<file path="src/rtl/button_pkg.sv">
// ---------------------------------------------------------------------------
// button_pkg
// Shared definitions for the button gesture classifier:
//   - gesture_state_e : FSM state encoding used by button_gesture_ctrl
//   - EVT_* constants  : 2-bit gesture codes presented on evt_code
//   - max_u()          : helper used to size the shared press/gap counter
// ---------------------------------------------------------------------------
package button_pkg;

  typedef enum logic [2:0] {
    IDLE      = 3'd0,
    PRESSED   = 3'd1,
    LONG_HELD = 3'd2,
    WAIT_GAP  = 3'd3,
    SECOND    = 3'd4
  } gesture_state_e;

  // Gesture codes. 2'b00 is reserved as "no gesture" and never leaves the
  // event register while valid is high.
  localparam logic [1:0] EVT_NONE   = 2'b00;
  localparam logic [1:0] EVT_SHORT  = 2'b01;
  localparam logic [1:0] EVT_LONG   = 2'b10;
  localparam logic [1:0] EVT_DOUBLE = 2'b11;

  function automatic int unsigned max_u(input int unsigned a, input int unsigned b);
    return (a > b) ? a : b;
  endfunction

endpackage

</file>
<file path="src/rtl/gesture_evt_reg.sv">
// ---------------------------------------------------------------------------
// gesture_evt_reg
// One-entry holding register for classified gestures with a valid/ready
// handshake towards the consumer and a sticky overflow flag.
//
// Ports:
//   clk        : system clock, rising edge
//   rst        : synchronous active-high reset (clears entry and overflow)
//   load_i     : one-cycle request to store a newly generated gesture
//   code_i     : gesture code accompanying load_i
//   ready_i    : consumer accepts the pending gesture this cycle
//   valid_o    : a gesture is pending
//   code_o     : pending gesture code (EVT_NONE while empty)
//   overflow_o : sticky, set when a gesture had to be dropped
//
// The producer never waits: a load that arrives while the entry is full and
// not being drained is discarded, the old entry is kept and overflow is set.
// A load coinciding with an accept replaces the entry with no overflow.
// ---------------------------------------------------------------------------
module gesture_evt_reg
  import button_pkg::*;
(
  input  logic       clk,
  input  logic       rst,
  input  logic       load_i,
  input  logic [1:0] code_i,
  input  logic       ready_i,
  output logic       valid_o,
  output logic [1:0] code_o,
  output logic       overflow_o
);

  logic       valid_q, valid_d;
  logic [1:0] code_q, code_d;
  logic       overflow_q, overflow_d;
  logic       accept;
  logic       has_room;

  assign accept   = valid_q & ready_i;
  // The slot is usable if it is empty or being emptied in this very cycle.
  assign has_room = ~valid_q | accept;

  always_comb begin
    valid_d    = valid_q;
    code_d     = code_q;
    overflow_d = overflow_q;
    if (load_i) begin
      if (has_room) begin
        valid_d = 1'b1;
        code_d  = code_i;
      end else begin
        overflow_d = 1'b1;
      end
    end else if (accept) begin
      valid_d = 1'b0;
      code_d  = EVT_NONE;
    end
  end

  always_ff @(posedge clk) begin
    if (rst) begin
      valid_q    <= 1'b0;
      code_q     <= EVT_NONE;
      overflow_q <= 1'b0;
    end else begin
      valid_q    <= valid_d;
      code_q     <= code_d;
      overflow_q <= overflow_d;
    end
  end

  assign valid_o    = valid_q;
  assign code_o     = code_q;
  assign overflow_o = overflow_q;

endmodule

</file>
<file path="src/rtl/button_gesture_ctrl.sv">
// ---------------------------------------------------------------------------
// button_gesture_ctrl
// Classifies debounced button activity into short press, long press and
// double click gestures and hands them to a consumer through a one-entry
// valid/ready register.
//
// Parameters:
//   LONG_CYCLES : press duration (clk cycles) that makes a press "long" (>=2)
//   GAP_CYCLES  : longest release gap (clk cycles) for a double click  (>=2)
//
// Ports:
//   clk       : system clock, rising edge
//   rst       : synchronous active-high reset, aborts any gesture in flight
//   p_edge    : one-cycle pulse, debounced press start
//   n_edge    : one-cycle pulse, debounced release
//   evt_valid : a classified gesture is pending
//   evt_code  : 01 short, 10 long, 11 double
//   evt_ready : consumer accepts the pending gesture
//   busy      : FSM is in the middle of a gesture (not IDLE)
//   overflow  : sticky, a gesture was dropped because the consumer stalled
//
// A single counter is shared: it times the press in PRESSED/SECOND and the
// release gap in WAIT_GAP, and is cleared on every state entry that starts
// a new timing interval.
// ---------------------------------------------------------------------------
module button_gesture_ctrl
  import button_pkg::*;
#(
  parameter int unsigned LONG_CYCLES = 50_000_000,
  parameter int unsigned GAP_CYCLES  = 25_000_000
) (
  input  logic       clk,
  input  logic       rst,
  input  logic       p_edge,
  input  logic       n_edge,
  output logic       evt_valid,
  output logic [1:0] evt_code,
  input  logic       evt_ready,
  output logic       busy,
  output logic       overflow
);

  localparam int unsigned CNT_W = $clog2(max_u(LONG_CYCLES, GAP_CYCLES));
  localparam logic [CNT_W-1:0] LONG_LAST = CNT_W'(LONG_CYCLES - 1);
  localparam logic [CNT_W-1:0] GAP_LAST  = CNT_W'(GAP_CYCLES - 1);

  gesture_state_e   state_q, state_d;
  logic [CNT_W-1:0] cnt_q, cnt_d;

  // A cycle carrying both edges is contradictory and treated as quiet.
  logic press;
  logic release_ev;
  assign press      = p_edge & ~n_edge;
  assign release_ev = n_edge & ~p_edge;

  logic       evt_gen;
  logic [1:0] evt_gen_code;

  // -------------------------------------------------------------------------
  // State register
  // -------------------------------------------------------------------------
  always_ff @(posedge clk) begin
    if (rst) begin
      state_q <= IDLE;
      cnt_q   <= '0;
    end else begin
      state_q <= state_d;
      cnt_q   <= cnt_d;
    end
  end

  // -------------------------------------------------------------------------
  // Next-state and counter logic
  // -------------------------------------------------------------------------
  always_comb begin
    state_d = state_q;
    cnt_d   = cnt_q;
    unique case (state_q)
      IDLE: begin
        if (press) begin
          state_d = PRESSED;
          cnt_d   = '0;
        end
      end

      PRESSED, SECOND: begin
        if (cnt_q == LONG_LAST) begin
          // Long threshold reached. A release landing on this exact cycle
          // still counts as long; the button is already up, so skip
          // LONG_HELD and go straight back to IDLE.
          if (release_ev) begin
            state_d = IDLE;
            cnt_d   = '0;
          end else begin
            state_d = LONG_HELD;
          end
        end else if (release_ev) begin
          state_d = (state_q == PRESSED) ? WAIT_GAP : IDLE;
          cnt_d   = '0;
        end else begin
          cnt_d = cnt_q + 1'b1;
        end
      end

      LONG_HELD: begin
        // Counter parks at LONG_LAST until the button is released.
        if (release_ev) begin
          state_d = IDLE;
          cnt_d   = '0;
        end
      end

      WAIT_GAP: begin
        // A second press wins over gap expiry in the same cycle.
        if (press) begin
          state_d = SECOND;
          cnt_d   = '0;
        end else if (cnt_q == GAP_LAST) begin
          state_d = IDLE;
          cnt_d   = '0;
        end else begin
          cnt_d = cnt_q + 1'b1;
        end
      end

      default: begin
        state_d = IDLE;
        cnt_d   = '0;
      end
    endcase
  end

  // -------------------------------------------------------------------------
  // Output logic: busy flag and gesture generation (Mealy, one cycle pulse)
  // -------------------------------------------------------------------------
  always_comb begin
    busy         = (state_q != IDLE);
    evt_gen      = 1'b0;
    evt_gen_code = EVT_SHORT;
    unique case (state_q)
      PRESSED: begin
        if (cnt_q == LONG_LAST) begin
          evt_gen      = 1'b1;
          evt_gen_code = EVT_LONG;
        end
      end

      SECOND: begin
        // A second press that turns long reports long only; the pending
        // first click is absorbed into it.
        if (cnt_q == LONG_LAST) begin
          evt_gen      = 1'b1;
          evt_gen_code = EVT_LONG;
        end else if (release_ev) begin
          evt_gen      = 1'b1;
          evt_gen_code = EVT_DOUBLE;
        end
      end

      WAIT_GAP: begin
        if (!press && (cnt_q == GAP_LAST)) begin
          evt_gen      = 1'b1;
          evt_gen_code = EVT_SHORT;
        end
      end

      default: begin
        evt_gen      = 1'b0;
        evt_gen_code = EVT_SHORT;
      end
    endcase
  end

  // -------------------------------------------------------------------------
  // Event holding register (never back-pressures the FSM)
  // -------------------------------------------------------------------------
  gesture_evt_reg u_evt_reg (
    .clk        (clk),
    .rst        (rst),
    .load_i     (evt_gen),
    .code_i     (evt_gen_code),
    .ready_i    (evt_ready),
    .valid_o    (evt_valid),
    .code_o     (evt_code),
    .overflow_o (overflow)
  );

endmodule

</file>
<file path="config.mk">
export PLATFORM = sky130hd
export DESIGN_NAME = button_gesture_ctrl
export DESIGN_NICKNAME = d
export VERILOG_FILES = /design/src/rtl/button_pkg.sv /design/src/rtl/gesture_evt_reg.sv /design/src/rtl/button_gesture_ctrl.sv
export SDC_FILE = /design/constraint.sdc
export NUM_CORES = 1
export LEC_CHECK = 0
export BUFFER_PORTS_ARGS = -buffer_cell sky130_fd_sc_hd__buf_4
export CAP_MARGIN = 20
export CORE_AREA = 2 2 85 87
export DETAILED_ROUTE_END_ITERATION = 12
export DIE_AREA = 0 0 87 89
export SLEW_MARGIN = 10
export SYNTH_ARGS = -nofsm -noshare
export SYNTH_HDL_FRONTEND = slang
export SYNTH_HIERARCHICAL = 1
export SYNTH_SLANG_ARGS = --single-unit
</file>
<file path="constraint.sdc">
create_clock -name clk -period 4.6 [get_ports clk]
set_input_delay 1.38 -clock clk [delete_from_list [all_inputs] [get_ports clk]]
set_output_delay 1.38 -clock clk [all_outputs]
set_load 0.005 [all_outputs]
</file>
======== Word level (Yosys, flattened, before mapping) ========
Index checks and enable logic that the tools add are counted.
word-level totals
  register bits after elaboration ......... 33
  output and inout port bits .............. 5
cells by class
  equal/unequal tests ..................... 11
  bitwise operators ....................... 8
  add/subtract/negate cells ............... 1
  reduce and logical (&&, ||, !) cells .... 9
  multiplexer cells ....................... 31
operator list
  cell                                                   number
  2-to-1 mux 26 bit                                      6
  one-hot mux 26 bit (4 select lines)                    1
  adder 26 x 1 -> 26 bit, second input constant          1
  equality test 26 x 25 -> 1 bit, second input constant  1
  equality test 26 bit, second input constant            1
  2-to-1 mux 3 bit                                       6
  2-to-1 mux 2 bit                                       8
  one-hot mux 3 bit (4 select lines)                     1
  2-to-1 mux 1 bit                                       7
  equality test 3 x 2 -> 1 bit, second input constant    2
  != test 3 bit, second input constant                   2
  != test 2 bit, second input constant                   2
  inverter 1 bit                                         4
  one-hot mux 2 bit (2 select lines)                     1
  AND reduction 2 bit                                    2
  AND reduction 4 bit                                    1
  AND 1 bit                                              3
  equality test 3 x 1 -> 1 bit, second input constant    1
  equality test 3 bit, second input constant             1
  logical NOT 3 bit                                      1
  one-hot mux 1 bit (3 select lines)                     1
  nonzero test 3 bit                                     1
  != test 2 x 1 -> 1 bit, second input constant          1
  nonzero test 2 bit                                     1
  other kinds (4)                                        4

======== Longest topological paths before layout ========
  depth in word-level cells ............... 8
  gate-level depth with buffers ........... 11
  gate-level depth less buffers ........... 10

======== Cells and area by module ========
Netlist, hierarchy kept.
by module, submodules not included
  module               cells each  area an instance (µm²)  instances
  button_gesture_ctrl  236         1,801.7                 1
  gesture_evt_reg      18          173.9                   1

======== Worst setup path before layout ========
Ideal clock, no wire load.
  path type ............................... input to register
  start ................................... input port p_edge
  end ..................................... register cnt_q[24]
  cell stages on the path ................. 8
  slack ................................... 1,645 ps
  data required time ...................... 4,526 ps
  arrival time ............................ 2,881 ps
  path buffers ............................ 2
  cells stage by stage .................... nand2b_1 or3b_1 buf_2 or2_1 o32ai_4 buf_2 a41oi_1 a31oi_1
between the ends
  word-level cells in the longest chain between the ends .. 5
  elaborated cells between the ends (all ways) .. 9
RTL lines
  item                                  line                       source
  start, declared                       button_gesture_ctrl.sv:34  input logic p_edge,
  inverter 1 bit                        button_gesture_ctrl.sv:54  assign release_ev = n_edge & ~p_edge;
  AND 1 bit                             button_gesture_ctrl.sv:54
  2-to-1 mux 26 bit (on tied branches)  --
  2-to-1 mux 26 bit                     button_gesture_ctrl.sv:87  if (cnt_q == LONG_LAST) begin
  one-hot mux 26 bit (4 select lines)   button_gesture_ctrl.sv:78  unique case (state_q)
  end signal, assigned                  button_gesture_ctrl.sv:68  cnt_q <= cnt_d;
  end, declared                         button_gesture_ctrl.sv:48  logic [CNT_W-1:0] cnt_q, cnt_d;
Several ways; a longest one is shown, not always the timed one.
A chain may end at the register's enable or synchronous reset.

======== Final worst setup path ========
Ends and elaborated chain as after synthesis.

==> summary.md <==
| Metric | Value |
|---|---|
| Buffers added on ports | 9 |
| Setup Skew | 0.006523 ns |
| Placed cell count | 328 |
| Final Max Slew Viols | 0 |
| Fmax | 297.0 MHz |
| CTS tree | built |
| All-Layer GR Usage | 12.44% |
| DRT antenna net count | 0 |
| Nets | 261 |
| Total power | 683.2 uW |
| Post-Syn Instances | 254 |
| Outcome | finished clean |
| Reg clk slew, reported paths | 0.07 ns |
| Die height | 89 um |
| IO Pins | 10 |
| Postcts setup bufs | 0 |
| Startpoint Class | primary input |
| Sequential share of power | 45.7% |
| Post-synthesis sequential area ratio | 33.44% |
| Switching pwr | 220.7 uW |
| CP endpoint kind | flop |
| Routability cong. | 0.8059 |
| YS warnings | 6 |
| CTS Sinks | 33 |
| Mapped Nets | 260 |
| Top_reg_cell synth | dfxtp_1 |
| Post-CTS sizing | 0 |
| Cell internal pwr | 462.6 uW |
| CP Class | primary input to flop |
| Core area | 0.006719 mm2 |
| Core Rows | 30 |
| # fillers | 724 |
| RSZ-0062 raised after global routing | no |
| First-pass GRT wire length | 7.714 mm |
| Final Hold Fails | 0 |
| Ys async rst share | 0% |
| Max-Cap Viols | 0 |
| Hold WC Path Type | flop to flop |
| Share of layout cells above drive strength 1 | 10.94% |
| Antenna Cells | 0 |
| Antenna violations before repair | 0 |
| Most Crowded Layer GR | met2 |
| Area growth, synth to finish | 9.310% |
| Max Fanout on Critical Path | 29 |
| Wire per inst | 13.37 um |
| PwrDens | 316.4 mW/mm2 |
| Post-place setup slack | 0.9714 ns |
| Final worst slack | 1.233 ns |
| M2 GR Usage | 19.78% |
| DRC | 0 |
| Syn avg cell area | 7.778 um2 |
| Die ar. | 0.007743 mm2 |
| Post-Route WL | 4.491 mm |
| Initial DRC count | 107 |
| Grt total ovfl | 0 |
| Comb power frac | 23.1% |
| Clock Power Share | 31.2% |
| Worst-Skew Late Latency | 0.29 ns |
| Hold buffer count at CTS | 0 |
| Normalized max-slew margin | 30.58% |
| Critical Path RT | 4.81 ns |
| Tmin final | 3.367 ns |
| Vias | 1,794 |
| Deepest clock path buffer count | 2 |
| Lkg Pwr | 0.6575 nW |
| Starting Density | 29.40% |
| HPWL after DPL | 3.176 mm |
| Clock Tree Root | clkbuf_8 |
| Unique masters post-synth | 53 |
| Overall die width | 87 um |
| Post-route setup TNS | 0 ns |
| Fin cells | 336 |
| Post-synthesis register bit count | 33 |
| Final cycle utilization of the critical path | 73.19% |
| Switching part of the total power | 32.30% |
| Measured slew at the worst slew-check pin | 1.041 ns |
| VDD IR-drop max | 0.1015 mV |
| R2R Setup Slk | 1.71 ns |
| Synthesized area | 0.001976 mm2 |
| M1 GR Usage | 16.69% |
| Vias per Instance | 5.339 |
| Vias in the first global route | 1,576 |
| Cts bufs inserted | 5 |
| Post-synth EDFFs | 0 |
| Met3 Usage GRT | 3.324% |
| Drt first pass iters | 5 |
| WP data arrival | 3.58 ns |
| Setup Viol. Count Final | 0 |
| Maximum number of pins on one net before global-route repair | 30 |
| H-tree depth | 2 |
## cells by family after synthesis
family,count (synthesis),synth area share [%]
AOI/OAI and AO/OA,68,22.80
xor gates and xnor gates,3,1.330
adders and majority gates,1,0.6332
buffers and inverters,22,5.257
DFF,33,33.44
muxes,4,2.090
and+or+nand+nor,123,34.45
## power groups by stage
stage	Clock, mW	Combinational, mW	Sequential, mW
5_1_grt	0.233	0.179	0.314
6_report	0.213	0.158	0.312
3_5_place_dp	0	0.157	0.319
3_3_place_gp	0	0.155	0.319
4_1_cts	0.219	0.157	0.312
2_1_floorplan	0	0.127	0.310
## per-stage QoR
| stage | util (%) | hold WS, ns | area [um2] |
|---|---|---|---|
| floorplan | - | 0.4469 | 1976 |
| detailed placement | 30.86 | 0.4652 | 2073 |
| CTS | 32.14 | 0.4861 | 2160 |
| global route | 32.14 | 0.5318 | 2160 |
| finish | 32.14 | 0.4748 | 2160 |
| global placement | 30.86 | 0.4775 | 2073 |
## cell usage after synthesis (2+ instances only)
master	instances	area share, %
nand3_1	13	3.3
o21ai_0	2	0.51
nor3_1	10	2.5
o21ai_1	5	1.3
a21oi_1	23	5.8
or4b_1	2	1.0
nand2b_1	7	2.2
or2_1	2	0.63
nor2_1	24	4.6
clkbuf_1	7	1.3
and4_1	2	0.89
mux2i_1	3	1.5
and3_1	3	0.95
a21o_1	3	1.1
nand4b_1	2	0.89
or2_0	2	0.63
dfxtp_1	33	33
a31oi_1	18	5.7
nand2_1	30	5.7
or3_1	5	1.6
o22ai_1	2	0.63
inv_1	5	0.95
xnor2_1	3	1.3
a32oi_1	2	0.89
nand4_1	7	2.2
buf_2	8	2.0
a22o_1	5	2.2
## final cells by class
cell class / count / area [um2] / share of cell area [%]
multi-input combinational: 199 / 1211 / 56.08
sequential: 33 / 660.6 / 30.59
tap: 80 / 100.1 / 4.635
timing repair buffer: 11 / 82.58 / 3.824
clock buffer: 5 / 68.82 / 3.187
inverter: 5 / 18.77 / 0.8691
clock inverter: 3 / 17.52 / 0.8111
## placed cells by master, fill, tap and decap left out, types with 2 or more instances in the layout
| cell | netlist | final |
|---|---|---|
| xnor2_1 | 3 | 3 |
| nor3_1 | 10 | 10 |
| mux2i_1 | 3 | 3 |
| a21oi_1 | 23 | 23 |
| or4b_1 | 2 | 2 |
| a22o_1 | 5 | 5 |
| and3_1 | 3 | 3 |
| nand4b_1 | 2 | 2 |
| dfxtp_1 | 33 | 33 |
| o21ai_0 | 2 | 2 |
| or2_1 | 2 | 2 |
| buf_4 | 1 | 11 |
| clkinv_2 | 0 | 2 |
| nand3_1 | 13 | 13 |
| and4_1 | 2 | 2 |
| a21o_1 | 3 | 3 |
| a31oi_1 | 18 | 18 |
| nand2b_1 | 7 | 7 |
| o22ai_1 | 2 | 2 |
| a32oi_1 | 2 | 2 |
| clkbuf_8 | 0 | 5 |
| or2_0 | 2 | 2 |
| or3_1 | 5 | 5 |
| nor2_1 | 24 | 24 |
| nand2_1 | 30 | 30 |
| o21ai_1 | 5 | 5 |
| inv_1 | 5 | 5 |
| nand4_1 | 7 | 7 |
## registers in the layout (all words and copies together) (netlist names)
name,cells
cnt_q,26
state_q,3
u_evt_reg/code_o,2
u_evt_reg/overflow_o,1
u_evt_reg/valid_o,1
## worst max-delay path, stage by stage
cell and delay (ns):
buf_4 0.08, nand2b_1 0.13, or3b_1 0.48, or2_1 0.28, o32ai_4 0.58, buf_4 0.36
a41oi_1 0.13, a31oi_1 0.14
## per-layer routing
layer,vias to the layer above,wire [um]
met5,-,0
met3,6,221
li1,946,-
met2,41,2028
met1,801,2180
met4,0,61
## worst paths after layout
check | from | endpoint | depth (start not counted)
setup / recovery | p_edge | cnt_q[24]$_SDFFE_PP0N_ | 8
hold / removal | u_evt_reg/overflow_o$_SDFFE_PP0P_ | u_evt_reg/overflow_o$_SDFFE_PP0P_ | 2
setup reg to reg | cnt_q[7]$_SDFFE_PP0N_ | u_evt_reg/code_o[1]$_SDFFE_PP0P_ | 9
hold reg to reg | u_evt_reg/overflow_o$_SDFFE_PP0P_ | u_evt_reg/overflow_o$_SDFFE_PP0P_ | 2
(Power assumes the default switching activity.)
